===== config.mk =====
export PLATFORM = sky130hd
export DESIGN_NAME = eedc_encoder_flat
export DESIGN_NICKNAME = d
export VERILOG_FILES = /design/src/rtl/eedc_pkg.sv /design/src/rtl/eedc_encoder_if.sv /design/src/rtl/eedc_parity_gen.sv /design/src/rtl/eedc_encoder.sv /design/src/flat_wrapper.sv
export SDC_FILE = /design/constraint.sdc
export NUM_CORES = 1
export LEC_CHECK = 0
export ABC_AREA = 1
export CORE_AREA = 2 2 39 41
export CTS_CLUSTER_DIAMETER = 40
export DETAILED_ROUTE_END_ITERATION = 10
export DIE_AREA = 0 0 41 43
export PLACE_DENSITY = 0.75
export SLEW_MARGIN = 0
export SYNTH_ARGS = -nofsm -noshare
export SYNTH_HDL_FRONTEND = slang
export SYNTH_SLANG_ARGS = --single-unit

===== constraint.sdc =====
create_clock -name clk -period 0.8 [get_ports clk]
set_input_delay 0.08 -clock clk [delete_from_list [all_inputs] [get_ports clk]]
set_output_delay 0.08 -clock clk [all_outputs]
set_load 0.01 [all_outputs]

===== src/rtl/eedc_pkg.sv =====
// Shared constants and reference encode function for the EEDC Hamming(11,7) encoder/decoder pair.
package eedc_pkg;

   localparam int DATA_W = 7;
   localparam int PAR_W  = 4;
   localparam int CODE_W = 11;

   // 1-based codeword positions of the parity bits P1, P2, P4, P8
   localparam logic [3:0] PAR_POS  [PAR_W]  = '{4'd1, 4'd2, 4'd4, 4'd8};
   // 1-based codeword positions of d0..d6
   localparam logic [3:0] DATA_POS [DATA_W] = '{4'd3, 4'd5, 4'd6, 4'd7, 4'd9, 4'd10, 4'd11};

   function automatic logic [CODE_W-1:0] hamming_encode(input logic [DATA_W-1:0] d);
      logic p1, p2, p4, p8;
      p1 = d[0] ^ d[1] ^ d[3] ^ d[4] ^ d[6];
      p2 = d[0] ^ d[2] ^ d[3] ^ d[5] ^ d[6];
      p4 = d[1] ^ d[2] ^ d[3];
      p8 = d[4] ^ d[5] ^ d[6];
      return {d[6], d[5], d[4], p8, d[3], d[2], d[1], p4, d[0], p2, p1};
   endfunction

endpackage


===== src/rtl/eedc_encoder_if.sv =====
// Data-in / codeword-out bundle between a data source and the EEDC encoder.
interface eedc_encoder_if;
   import eedc_pkg::*;

   logic [DATA_W-1:0] data_input;
   logic [CODE_W-1:0] encoded_output;

   modport master (output data_input, input encoded_output);
   modport slave  (input data_input, output encoded_output);
endinterface


===== src/rtl/eedc_parity_gen.sv =====
// Combinational even-parity generator: p[0..3] = P1, P2, P4, P8 of the data word.
module eedc_parity_gen
   import eedc_pkg::*;
(
   input  logic [DATA_W-1:0] d,
   output logic [PAR_W-1:0]  p
);

   always_comb begin
      p    = '0;
      p[0] = d[0] ^ d[1] ^ d[3] ^ d[4] ^ d[6];
      p[1] = d[0] ^ d[2] ^ d[3] ^ d[5] ^ d[6];
      p[2] = d[1] ^ d[2] ^ d[3];
      p[3] = d[4] ^ d[5] ^ d[6];
   end

endmodule


===== src/rtl/eedc_encoder.sv =====
// Hamming(11,7) encoder: merges data and parity into the codeword layout and registers it.
module eedc_encoder
   import eedc_pkg::*;
(
   input  logic          clk,
   input  logic          rst_n,
   eedc_encoder_if.slave bus
);

   logic [PAR_W-1:0]  par;
   logic [CODE_W-1:0] code_d;
   logic [CODE_W-1:0] code_q;

   eedc_parity_gen u_parity_gen (
      .d (bus.data_input),
      .p (par)
   );

   // Bit p-1 carries codeword position p; parity sits at the power-of-two positions
   always_comb begin
      code_d = {bus.data_input[6:4], par[3], bus.data_input[3:1], par[2],
                bus.data_input[0], par[1:0]};
   end

   always_ff @(posedge clk or negedge rst_n) begin
      if (!rst_n) begin
         code_q <= '0;
      end else begin
         code_q <= code_d;
      end
   end

   assign bus.encoded_output = code_q;

endmodule


===== src/flat_wrapper.sv =====
// flat-port wrapper written by rule: the top's interface ports become plain ports
module eedc_encoder_flat import eedc_pkg::*;
  (clk, rst_n, bus_data_input, bus_encoded_output);
  eedc_encoder_if bus_i ();
  input  logic clk;
  input  logic rst_n;
  input wire logic [$bits(bus_i.data_input)-1:0] bus_data_input;
  output wire logic [$bits(bus_i.encoded_output)-1:0] bus_encoded_output;
  assign bus_i.data_input = bus_data_input;
  assign bus_encoded_output = bus_i.encoded_output;
  eedc_encoder u_core (.clk(clk), .rst_n(rst_n), .bus(bus_i));
endmodule

* Yosys cells after proc, flatten, opt, wreduce, memory -nomap -nowiden
Cells that the tools add are included.
** Cells by class
- Bitwise gates (word level) :: 12
** Operators by type and width (number)
- 1-bit XOR :: 12
** Word-level totals
- Logic and storage cells :: 13
- Output and inout bits :: 11
- Register bits after elaboration :: 11
- Input bits :: 9

* Logic depth before layout (Yosys ltp)
Gate-level depths: netlist (run 1).
- Depth after elaboration :: 4
- Mapped depth :: 7
- Mapped depth without buffers :: 7

* Cells and area by module
From an unflattened synthesis (run 1), not the netlist that was laid out.
** Second synthesis, totals
- Cells, all modules :: 38
- Area, all modules :: 424.2 um2
** By module, submodules not included
- eedc_encoder :: times used 1, area each 275.3 um2, cells an instance 11, seq. area each 275.3 um2
- eedc_parity_gen :: times used 1, area each 148.9 um2, cells an instance 27, seq. area each 0.0 um2

* Worst setup path after synthesis (run 1)
No wires, ideal clock.
- Path type :: input to register
- Start point :: in bus_data_input[4]
- End point :: reg u_core.code_q[0], in the netlist u_core.bus.encoded_output[0]
- Path buffers :: 0
- Path slack :: 0.244 ns
- Required time :: 0.684 ns
- Arrival time :: 0.439 ns
- Setup time :: 0.116 ns
- Cell stages on the path :: 4
- Cells stage by stage :: xnor2_2 clkinv_1 nand2_1 nand2_1
** Between the ends
- Cells in the longest elaborated chain, start to end :: 2
** Ends and longest elaborated chain
- start, declared :: line flat_wrapper.sv:7 : input wire logic [$bits(bus_i.data_input)-1:0] bus_data_input;
- 1-bit XOR (2 in series) :: line eedc_parity_gen.sv:11 : p[0] = d[0] ^ d[1] ^ d[3] ^ d[4] ^ d[6];
- net u_core.par[0] :: line eedc_encoder.sv:10 : logic [PAR_W-1:0] par;
- end signal, assigned :: line eedc_encoder.sv:29 : code_q <= code_d;
- end, declared :: line eedc_encoder.sv:12 : logic [CODE_W-1:0] code_q;
The timed path passes the listed nets, and every way through them passes these cells.

* Final worst setup path (run 1)
- Start point :: reg u_core.code_q[6], in the netlist u_core.bus.encoded_output[6]
- End point :: out bus_encoded_output[6]
** RTL lines
- end, declared :: line flat_wrapper.sv:8 : output wire logic [$bits(bus_i.encoded_output)-1:0] bus_encoded_output;
No word-level cell between the ends.

==> flow_metrics.tcl, run 1 <==
set metrics [dict create \
    synth-simple-area-share 0.1824 \
    dp_slack_ns -0.3806 \
    drtIter0Drc 5 \
    fin_nets 78 \
    cts_root_buffer "clkbuf_4" \
    synth.avg_cell_area_um2 10.38 \
    endpoint_kind "output pin" \
    wl_per_cell_um 9.690 \
    cpPeakStageDelay_ns 0.39 \
    syn-instance-count 41 \
    initial_core_util 0.3074 \
    cts_buffers 3 \
    cp_top_family "flip-flops" \
    crit_chain "buf_6" \
    antenna_cells 0 \
    crit_path_max_fanout 1 \
    cts_tree "yes" \
    failed_checks "negative setup slack" \
    final_max_slew_viol_count 0 \
    yosysWarnings 0 \
    synth_adder_area_share 0 \
    coreArea_um2 1384 \
    syn-cell-area_um2 425.4 \
    fin_setup_tns_ns -0.2402 \
    critical_path_class "flop to output pin" \
    yosysSeqAreaShare 0.6471 \
    dp_hpwl_um 694.1 \
    path_clk_slew_ns 0.06 \
    hold_violations 0 \
    cp-start-kind "flop" \
    hold_class "input pin to flop" \
    slowest_stage "dfrtp_1" \
    crit_required_ns 0.72 \
    synth_seq_cells 11 \
    grt_use_total 0.1200 \
    placementRows 14 \
    grt_start_max_net_pins 12 \
    gp_congestion 0.7350 \
    overflow 0 \
    slew_headroom 0.8806 \
    holdBufCountCts 0 \
    synth_xor_area_frac 0.1000 \
    drt-total-wl_um 814 \
    cts-htree-levels 1 \
    drc 0 \
    rsz0062_at_grt "true" \
    drtPass1Iterations 4 \
    dieWidth_um 41 \
    setup_viol 11 \
    clock_sinks 11 \
    die_y_um 43 \
    critical_path_arrival_ns 0.77 \
    critical_path_buf_inv_count 1 \
    ioPinCount 20 \
    synth.distinct_cells 9 \
    cts_buffer_depth 2 \
    powerDensity_nw_per_um2 1854 \
    synth_nets 50 \
    grt_pass1_vias 314 \
    max_freq_mhz 1183 \
    synth_mux_area_frac 0 \
    vias 347 \
    synth_top_family_by_area "simple AND/OR/NAND/NOR gates" \
    ant_nets 0 \
    largest_reg_flops 11 \
    vdd_drop_max_mv 0.6180 \
    grt_pass1_wl_mm 1.297 \
    maxCapViolations 0 \
    grt_antenna_before_repair 0 \
    viasPerCell 4.131 \
    fin_total_pwr_mw 1.207 \
    synth-compound-area-share 0 \
    place.port_buffers 19 \
    power_leakage_nw 0.3701 \
    status "finished with violations" \
    period_share 1.057 \
    drive_above_1_share 0.3088 \
    die_area_um2 1763 \
    setup_ws_ns -0.04533 \
    area_delta_synth_final_pct 52.94 \
    worst_slew_pin_slew_ns 0.1791 \
    fin_crit_ns 0.8453 \
]
[worst paths after layout]
kind / cells past startpoint / endpoint / slack (ns) / start
worst max-delay path: 1 / bus_encoded_output[6] / -0.05 / u_core.bus.encoded_output[6]
worst min-delay path: 1 / u_core.bus.encoded_output[4] / 0.05 / bus_data_input[1]
max in group asynchronous: 2 / u_core.bus.encoded_output[8] / 0.55 / rst_n
min in group asynchronous: 2 / u_core.bus.encoded_output[6] / 0.11 / rst_n
[Yosys cell counts]
library cell  number  share of area
nand2_1           12           0.11
dfrtp_1           11           0.65
inv_1              7          0.062
nand3_1            4          0.047
nand2_2            2          0.029
xor2_1             2          0.041
clkinv_1           1         0.0088
xnor2_1            1          0.021
xnor2_2            1          0.038
[cell families after synthesis]
kind of cell,count (synthesis)
DFF,11
and+or+nand+nor,18
buffers and inverters,8
xor gates and xnor gates,4
[final cells by class]
cell class                 instances  area [um2]
timing repair buffer              23       178.9
multi-input combinational         22       120.1
clock buffer                       4       26.28
inverter                           8       30.03
sequential                        11       275.3
tap                               16       20.02
fill                             138       733.2
[cells in the final DEF, fill, tap and decap left out]
| cell type | count |
|---|---|
| nand3_1 | 4 |
| clkdlybuf4s50_1 | 1 |
| dfrtp_1 | 11 |
| xnor2_1 | 1 |
| buf_2 | 8 |
| buf_6 | 3 |
| xnor2_2 | 1 |
| nand2_2 | 2 |
| buf_4 | 4 |
| dlymetal6s2s_1 | 1 |
| inv_1 | 7 |
| clkinv_1 | 1 |
| clkbuf_1 | 1 |
| nand2_1 | 12 |
| xor2_1 | 2 |
| dlygate4sd2_1 | 6 |
| clkbuf_4 | 3 |
[routing by layer]
| metal | part of all wire | wire length, um | global-route usage | vias to the layer above |
|---|---|---|---|---|
| li1 | - | - | - | 176 |
| met1 | 0.32 | 263 | 0.1107 | 158 |
| met2 | 0.61 | 494 | 0.2000 | 11 |
| met3 | 0.042 | 34 | 0.01571 | 2 |
| met4 | 0.026 | 21 | 0.1200 | 0 |
| met5 | 0 | 0 | 0 | - |
[power breakdown]
| part | internal [mW] | total (mW) | leakage (nW) | switching [mW] |
|---|---|---|---|---|
| Combinational | 0.125 | 0.245 | 0.226 | 0.120 |
| Sequential | 0.603 | 0.617 | 0.129 | 0.0136 |
| Clock | 0.192 | 0.345 | 0.0150 | 0.153 |
| Total | 0.920 | 1.21 | 0.370 | 0.287 |
[per-stage QoR]
stage | util | hold WS, ns | area, um2 | cells
floorplan | - | -0.2156 | 425.4 | 41
global placement | 0.4756 | 0.3801 | 658.1 | 79
detailed placement | 0.4756 | 0.3851 | 658.1 | 79
CTS | 0.4593 | 0.09443 | 635.6 | 84
global route | 0.4702 | 0.03969 | 650.6 | 84
finish | 0.4702 | 0.04598 | 650.6 | 84
[timing repair]
item,CTS,global route
endpoints found under the setup margin,13,12
hold endpoints to repair,0,0
setup buffers,1,0
pin swaps,1,0
gates resized for setup,51,3
(Power assumes the default switching activity.)
==> run 2: changes to the inputs <==
- ABC_AREA: 1 -> not set
- PLACE_DENSITY: 0.75 -> 0.71
==> run 2 against run 1 <==
  * The flow still finishes with violations (negative setup slack)
  * Wire length shrank 12%
  * Clock power rose by 3%
  * Global-route usage fell by 0.97 points
  * Via count fell by 31%
  * Sequential power up 2%
  * Highest routed layer is now met3
==> flow_metrics.tcl, run 2 <==
set metrics [dict create \
    status "finished with violations" \
    failed_checks "negative setup slack" \
    cts_root_buffer "clkbuf_4" \
    gp_congestion 0.6144 \
    grt_antenna_before_repair 0 \
    grt_pass1_wl_mm 1.173 \
    drc 0 \
    largest_reg_flops 11 \
    place.port_buffers 19 \
    fin_setup_tns_ns -0.3182 \
    drt-total-wl_um 715 \
    yosysWarnings 0 \
    path_clk_slew_ns 0.06 \
    cts_tree "yes" \
    crit_required_ns 0.72 \
    die_y_um 43 \
    synthArstFlopShare 1.000 \
    drtPass1Iterations 1 \
    cts_buffers 3 \
    vdd_drop_max_mv 0.7936 \
    area_delta_synth_final_pct 57.05 \
    dieWidth_um 41 \
    cp-start-kind "flop" \
    cts_buffer_depth 2 \
    drive_above_1_share 0.4000 \
    period_share 1.055 \
    slowest_stage "dfrtp_1" \
    synth.avg_cell_area_um2 19.62 \
    critical_path_class "flop to output pin" \
    synth_seq_cells 11 \
    final_max_slew_viol_count 0 \
    cts-htree-levels 1 \
    synthTopCellsByCount "dfrtp_1 (11), xnor2_1 (4), xnor3_1 (2), xor2_1 (2)" \
    powerDensity_nw_per_um2 2093 \
    grt_start_max_net_pins 12 \
    crit_chain "buf_2" \
    syn-cell-area_um2 372.9 \
    ant_nets 0 \
    mostFrequentLayoutCells "dfrtp_1 (11), buf_2 (10), dlygate4sd2_1 (4)" \
    synth_flop_cell "dfrtp_1" \
    synth_nets 28 \
    fin_area_um2 585.6 \
    hold_violations 0 \
    fin_nets 55 \
    rsz0062_at_grt "true" \
    overflow 0 \
    die_area_um2 1763 \
    drtIter0Drc 0 \
    fin_crit_ns 0.8442 \
    worst_slew_pin_slew_ns 0.2740 \
    max_freq_mhz 1185 \
    coreArea_um2 1384 \
    wl_per_cell_um 11.72 \
    ioPinCount 20 \
    final_common_cell "dfrtp_1" \
    slew_headroom 0.8160 \
    viasPerCell 3.918 \
    setup_viol 11 \
    synth_edf_count 0 \
    dp_hpwl_um 523 \
    setup_ws_ns -0.04423 \
    crit_path_max_fanout 1 \
    power_leakage_nw 0.2940 \
    cpPeakStageDelay_ns 0.37 \
    placed_cell_area_um2 605.6 \
    endpoint_kind "output pin" \
    synth_top_area_cell "dfrtp_1" \
    hold_class "input pin to asynchronous set/reset pin" \
    yosys-top-cells-area "dfrtp_1 (74%), xnor3_1 (12%), xnor2_1 (9.4%), xor2_1 (4.7%)" \
    synth.most_common_cell "dfrtp_1" \
    grt_use_total 0.1103 \
    maxCapViolations 0 \
    grt_pass1_vias 282 \
    vias 239 \
    placementRows 14 \
    synth.distinct_cells 4 \
    antenna_cells 0 \
    cp_top_family "flip-flops" \
    critical_path_arrival_ns 0.76 \
    clock_sinks 11 \
    syn-instance-count 19 \
    cts_setup_buffers 0 \
    yosysSeqAreaShare 0.7383 \
    synthDominantCellAreaShare 0.7383 \
    initial_core_util 0.2694 \
    critical_path_buf_inv_count 1 \
]
run 2: routing by layer:
layer | GRT usage | vias up | part of all wire
met3 | 0.07853 | 0 | 0.16
met4 | 0.08000 | 0 | 0
li1 | - | 111 | -
met1 | 0.1190 | 109 | 0.41
met5 | 0 | - | 0
met2 | 0.1438 | 19 | 0.43
run 2: per-stage QoR:
| step | cells | power [mW] | hold WS, ns | setup WS (ns) | utilization |
|---|---|---|---|---|---|
| finish | 61 | 1.226 | 0.1140 | -0.04423 | 0.4231 |
| global route | 61 | 1.316 | 0.1125 | -0.09604 | 0.4231 |
| CTS | 61 | 1.256 | 0.1110 | -0.05929 | 0.4186 |
| detailed placement | 57 | 0.9411 | 0.3869 | -0.5095 | 0.4376 |
| global placement | 57 | 0.9385 | 0.3881 | -0.4794 | 0.4376 |
| floorplan | 19 | 0.7430 | -0.2156 | 0.08178 | - |
run 2: area by class of cell:
| class | count | area (um2) |
|---|---|---|
| flip-flops and latches | 11 | 275.3 |
| clock buffers | 4 | 26.28 |
| repair buffers | 22 | 158.9 |
| multi-input cells | 8 | 105.1 |
| fillers | 136 | 798.3 |
| well taps | 16 | 20.02 |
run 2: timing repair:
action / in CTS / in global routing
setup endpoints to repair: 15 / 11
resized for setup: 51 / 1
hold buffers: 0 / 0
pin swaps: 2 / 0
run 2: power breakdown:
part	internal [mW]	switching, mW	leakage [nW]
registers	0.614	0.0149	0.128
logic	0.130	0.110	0.151
clock network	0.192	0.165	0.0150
run 2: path summary, 6_finish.rpt:
| kind | start | slack, ns | end | cells after the start |
|---|---|---|---|---|
| max | u_core.bus.encoded_output[0] | -0.04 | bus_encoded_output[0] | 1 |
| min | rst_n | 0.11 | u_core.bus.encoded_output[7] | 2 |
| max in group asynchronous | rst_n | 0.54 | u_core.bus.encoded_output[4] | 2 |
| min in group clk | bus_data_input[3] | 0.13 | u_core.bus.encoded_output[6] | 1 |
run 2: cell families after synthesis:
logic type,share of synthesized area
flip-flops,0.7382
XOR/XNOR,0.2617
==> run 3: changes to the inputs <==
- ABC_CLOCK_PERIOD_IN_PS: not set -> 800
- SETUP_SLACK_MARGIN: not set -> 0.1
==> run 3 against run 2 <==
  * The run still ends with negative setup slack left
  * Clock power increased by 2%
  * Setup slack got worse by 0.0043 ns
  * Core utilization increased by 1.3 points
  * Hold slack got worse by 0.022 ns
  * Final area increased by 3.0%
  * Flip-flop and latch count unchanged
  * Sequential power about the same
  * Global-route usage increased by 0.32 points
  * Wire length increased by 2.1%
  * Power increased by 1.2%
  * Critical path depth unchanged
==> flow_metrics.tcl, run 3 (synthesis gave the netlist of run 2 again) <==
set metrics [dict create \
    status "finished with violations" \
    failed_checks "negative setup slack" \
    grt_start_max_net_pins 12 \
    critical_path_buf_inv_count 1 \
    maxCapViolations 0 \
    viasPerCell 3.968 \
    area_delta_synth_final_pct 61.74 \
    dp_hpwl_um 523 \
    grt_pass1_wl_mm 1.200 \
    p_sw_frac 0.2413 \
    fin_nets 57 \
    cts_setup_buffers 0 \
    gp_congestion 0.6144 \
    vdd_drop_max_mv 0.8084 \
    cpPeakStageDelay_ns 0.37 \
    coreArea_um2 1384 \
    final_max_slew_viol_count 0 \
    wl_per_cell_um 11.59 \
    hold_violations 0 \
    cp-start-kind "flop" \
    power_frac_seq 0.507 \
    final_common_cell "buf_2" \
    crit_chain "buf_2" \
    final_core_util 0.4358 \
    setup_viol 11 \
    cp_top_family "flip-flops" \
    critical_path_arrival_ns 0.77 \
    slew_headroom 0.8705 \
    grt_antenna_before_repair 0 \
    cts-htree-levels 1 \
    mostFrequentLayoutCells "buf_2 (12), dfrtp_1 (11), dlygate4sd2_1 (4), clkbuf_4 (3), buf_4 (3)" \
    largest_reg_flops 11 \
    min_from "bus_data_input[0]" \
    worst_slew_pin_slew_ns 0.1933 \
    setup_ws_ns -0.04857 \
    power_leakage_nw 0.3080 \
    period_share 1.061 \
    drc 0 \
    die_area_um2 1763 \
    die_y_um 43 \
    fin_crit_ns 0.8486 \
    ant_nets 0 \
    cts_buffers 3 \
    ioPinCount 20 \
    hold_class "input pin to flop" \
    crit_required_ns 0.72 \
    path_clk_slew_ns 0.07 \
    drive_above_1_share 0.4468 \
    cts_tree "yes" \
    pwr-share-clk 0.293 \
    comb_power_share 0.199 \
    worst_hold_slack_ns 0.09194 \
    switchingPower_uw 299.3 \
    rsz0062_at_grt "true" \
    initial_core_util 0.2694 \
    drtIter0Drc 0 \
    drtPass1Iterations 1 \
    clock_sinks 11 \
    vias 250 \
    hold_end "u_core.bus.encoded_output[2]" \
    fin_cells 63 \
    powerDensity_nw_per_um2 2057 \
    place.port_buffers 19 \
    overflow 0 \
    cts_buffer_depth 2 \
    critical_path_class "flop to output pin" \
    p_int_uw 941.0 \
    drt-total-wl_um 730 \
    cts_root_buffer "clkbuf_4" \
    crit_path_max_fanout 1 \
    grt_use_total 0.1135 \
    placementRows 14 \
    grt_pass1_vias 289 \
    hold_depth 1 \
    dieWidth_um 41 \
    endpoint_kind "output pin" \
    slowest_stage "dfrtp_1" \
    max_freq_mhz 1178 \
    crit_start "u_core.bus.encoded_output[0]" \
    antenna_cells 0 \
    dp.cells 57 \
    dp_slack_ns -0.5095 \
]
==> run 3: cell types whose count changed in the layout (fill, tap and decap cells not counted) <==
cell	change
dlygate4sd3_1	+2
buf_2	+2
xnor2_2	+1
xnor2_1	-1
clkdlybuf4s50_1	-2
==> run 3: worst max path at each step <==
stage | to | slack, ns | cells after the start
2_1_floorplan | u_core.bus.encoded_output[0] | 0.08 | 2
3_3_place_gp | u_core.bus.encoded_output[1] | -0.48 | 3
3_5_place_dp | u_core.bus.encoded_output[1] | -0.51 | 3
4_1_cts | bus_encoded_output[0] | -0.06 | 1
5_1_grt | bus_encoded_output[8] | -0.1 | 1
6_report | bus_encoded_output[0] | -0.05 | 1
==> run 3: timing repair <==
item,4_1_cts,5_1_grt
hold endpoints to repair,2,0
resized for setup,60,1
hold buffers,2,0
pin swaps,3,1
setup endpoints to repair,15,12
==> run 3: area by class of cell <==
| class | instances | area (um2) |
|---|---|---|
| Clock buffer | 4 | 26.28 |
| Timing Repair Buffer | 24 | 168.9 |
| Tap cell | 16 | 20.02 |
| Fill cell | 135 | 780.7 |
| Multi-Input combinational cell | 8 | 112.6 |
| Sequential cell | 11 | 275.3 |
==> run 3: power by group through the flow <==
stage               clock [mW]  combinational, mW  sequential (mW)
floorplan                    0             0.0692            0.674
global placement             0              0.297            0.642
detailed placement           0              0.301            0.640
CTS                      0.385              0.250            0.629
global route             0.419              0.269            0.635
finish                   0.364              0.247            0.629
==> run 3: routing by layer <==
layer | vias up | wire [um] | global-route usage
met5 | - | 0 | 0
met4 | 0 | 14 | 0.08000
met3 | 2 | 117 | 0.07853
met2 | 21 | 302 | 0.1500
met1 | 113 | 297 | 0.1229
li1 | 114 | - | -
==> run 3: through the flow <==
step | setup TNS (ns) | area, um2 | power, mW
after global routing | -0.8678 | 603.1 | 1.323
after global placement | -2.755 | 605.6 | 0.9385
after detailed placement | -2.792 | 605.6 | 0.9411
final | -0.3669 | 603.1 | 1.240
after floorplan | 0 | 372.9 | 0.7430
after CTS | -0.4858 | 596.8 | 1.263
==> edit, RTL diff (flow settings as in run 1) <==
Reset style: synchronous (`rst_n`), changed in one clocked block.
--- a/src/rtl/eedc_encoder.sv
+++ b/src/rtl/eedc_encoder.sv
@@ -24,3 +24,3 @@
 
-   always_ff @(posedge clk or negedge rst_n) begin
+   always_ff @(posedge clk) begin
       if (!rst_n) begin
Check against the original RTL: differs if rst_n is asserted again (counterexample within 4 cycles, from zero or initial values and one cycle with rst_n low); with rst_n held inactive, the same outputs for 10 cycles.
==> edit against run 1 <==
Sequential cell count did not move; wire length fell by 1.2%; synthesized cell count rose by 46%; total power fell by 1.0%; setup slack improved by 0.061 ns; count of clock-buffer cells in the layout did not move; synthesized area rose by 1.8%; maximum frequency rose by 7.8%; first-iteration DRC count fell by 20%; clock power rose by 6.1%; design area rose by 2.9%; critical path depth did not move; highest routed layer unchanged.
==> edit: results (changes against run 1) <==
<table>
<tr><th>Metric</th><th>Value</th></tr>
<tr><th colspan="2">Worst setup path</th></tr>
<tr><td>Biggest cell delay along the critical path</td><td>0.32 ns (was 0.39 ns)</td></tr>
<tr><td>CP Data Arrival Time</td><td>0.70 ns (was 0.77 ns)</td></tr>
<tr><td>Highest-delay cell along the critical path</td><td>sky130_fd_sc_hd__dfxtp_1 (was sky130_fd_sc_hd__dfrtp_1)</td></tr>
<tr><td>Dominant delay contributor by cell family on the critical path</td><td>flip-flops (unchanged)</td></tr>
<tr><th colspan="2">Synth</th></tr>
<tr><td>Share of flip-flops with an asynchronous set or reset after synthesis</td><td>0% (was 100%)</td></tr>
<tr><td>List of most frequent post-synthesis cells</td><td>sky130_fd_sc_hd__nand2_1, sky130_fd_sc_hd__inv_1, sky130_fd_sc_hd__dfxtp_1 (was sky130_fd_sc_hd__nand2_1, sky130_fd_sc_hd__dfrtp_1, sky130_fd_sc_hd__inv_1)</td></tr>
<tr><td>Number of distinct library cells after synthesis</td><td>11 (was 9)</td></tr>
<tr><td>Proportion of synthesized chip area in sequential cells</td><td>50.9% (was 64.7%)</td></tr>
<tr><td>Primary FF master, synth</td><td>sky130_fd_sc_hd__dfxtp_1 (was sky130_fd_sc_hd__dfrtp_1)</td></tr>
<tr><th colspan="2">Global route</th></tr>
<tr><td>Total GRT Usage</td><td>11.4% (was 12.0%)</td></tr>
<tr><td>Vias in the first global route</td><td>310 (was 314)</td></tr>
<tr><td>Wire length of the first global-routing pass</td><td>1240 um (was 1300 um)</td></tr>
<tr><td>Pin count of the biggest net entering global routing</td><td>12 (unchanged)</td></tr>
<tr><th colspan="2">Placement</th></tr>
<tr><td>Detail Placement HPWL</td><td>594 um (was 694 um)</td></tr>
<tr><th colspan="2">Run status</th></tr>
<tr><td>Status</td><td>finished clean (was complete, but fails checks)</td></tr>
<tr><th colspan="2">Cells and area</th></tr>
<tr><td>Share of post-route cells with drive strength above 1</td><td>27.4% (was 30.9%)</td></tr>
<tr><td>Fill cells</td><td>157 (was 138)</td></tr>
<tr><td>Final net count</td><td>94 (was 78)</td></tr>
<tr><th colspan="2">Power and ir drop</th></tr>
<tr><td>Worst vdd ir</td><td>0.930 mV (was 0.618 mV)</td></tr>
<tr><td>Static leakage</td><td>0.000413 uW (was 0.000370 uW)</td></tr>
<tr><th colspan="2">CTS</th></tr>
<tr><td>Number of buffers inserted during clock tree synthesis</td><td>3 (unchanged)</td></tr>
<tr><td>Number of buffers added for setup after CTS</td><td>0 (was 1)</td></tr>
<tr><th colspan="2">Routing</th></tr>
<tr><td>Drt first pass iters</td><td>4 (unchanged)</td></tr>
<tr><td>Count of routing violations after the opening detailed-route iteration</td><td>4 (was 5)</td></tr>
<tr><td>Routed WL per cell</td><td>8.04 um (was 9.69 um)</td></tr>
<tr><th colspan="2">STA</th></tr>
<tr><td>Worst-margin pin slew</td><td>0.197 ns (was 0.179 ns)</td></tr>
<tr><td>Final TNS setup</td><td>0 ns (was -0.240 ns)</td></tr>
</table>
==> edit: cell types whose count changed after synthesis, moves of 2 or more <==
cell                      change
sky130_fd_sc_hd__nor2_1       +5
sky130_fd_sc_hd__dfxtp_1     +11
sky130_fd_sc_hd__nand2_1      +7
sky130_fd_sc_hd__nand2_2      -2
sky130_fd_sc_hd__a21oi_1      +2
sky130_fd_sc_hd__inv_1        +7
sky130_fd_sc_hd__dfrtp_1     -11
==> edit: cell families after synthesis <==
group	share of synthesized area (%)
flip-flops	50.9
buffers and inverters	14.7
XOR/XNOR	4.05
AO/OA/AOI/OAI	3.47
AND/OR/NAND/NOR	26.9
==> edit: final cells by class <==
class	instances	share of cell area (%)
Inverter	14	7.85
Multi-Input combinational cell	34	23.4
Timing Repair Buffer	21	27.9
Clock buffer	4	3.93
Tap cell	16	2.99
Sequential cell	11	34.0
==> edit: worst paths after layout <==
| check | end | slack (ns) | startpoint | cells past startpoint |
|---|---|---|---|---|
| worst max-delay path | bus_encoded_output[7] | 0.02 | u_core.bus.encoded_output[7] | 1 |
| worst min-delay path | u_core.bus.encoded_output[5] | 0.08 | bus_data_input[2] | 3 |
==> edit: metrics by stage <==
stage / total power (uW) / instance area [sq um] / setup slack [ns] / instances
5_1_grt: 1280 / 669 / -0.0115 / 100
4_1_cts: 1200 / 627 / 0.00227 / 100
3_3_place_gp: 849 / 647 / -0.362 / 96
6_report: 1190 / 669 / 0.0159 / 100
2_1_floorplan: 715 / 433 / 0.175 / 60
3_5_place_dp: 853 / 647 / -0.403 / 96
==> edit: where the power goes <==
part / total, uW / internal (uW) / switching (uW) / leakage (uW)
sequential: 603 / 590 / 13.3 / 0.0000933
clock: 366 / 193 / 173 / 0.0000150
combinational: 225 / 116 / 108 / 0.000304
==> edit: timing repair <==
action / in CTS / in global routing
hold buffers: 0 / 0
gates resized for setup: 52 / 12
cloned: 0 / 0
pin swaps: 2 / 1
setup endpoints to repair: 15 / 12
==> edit: layer usage <==
metal	GRT usage (%)	wire length, um	share of wire, %
met5	0	0	0
met4	10.0	31	3.9
met3	6.28	51	6.3
met2	15.9	419	52
met1	11.3	302	38
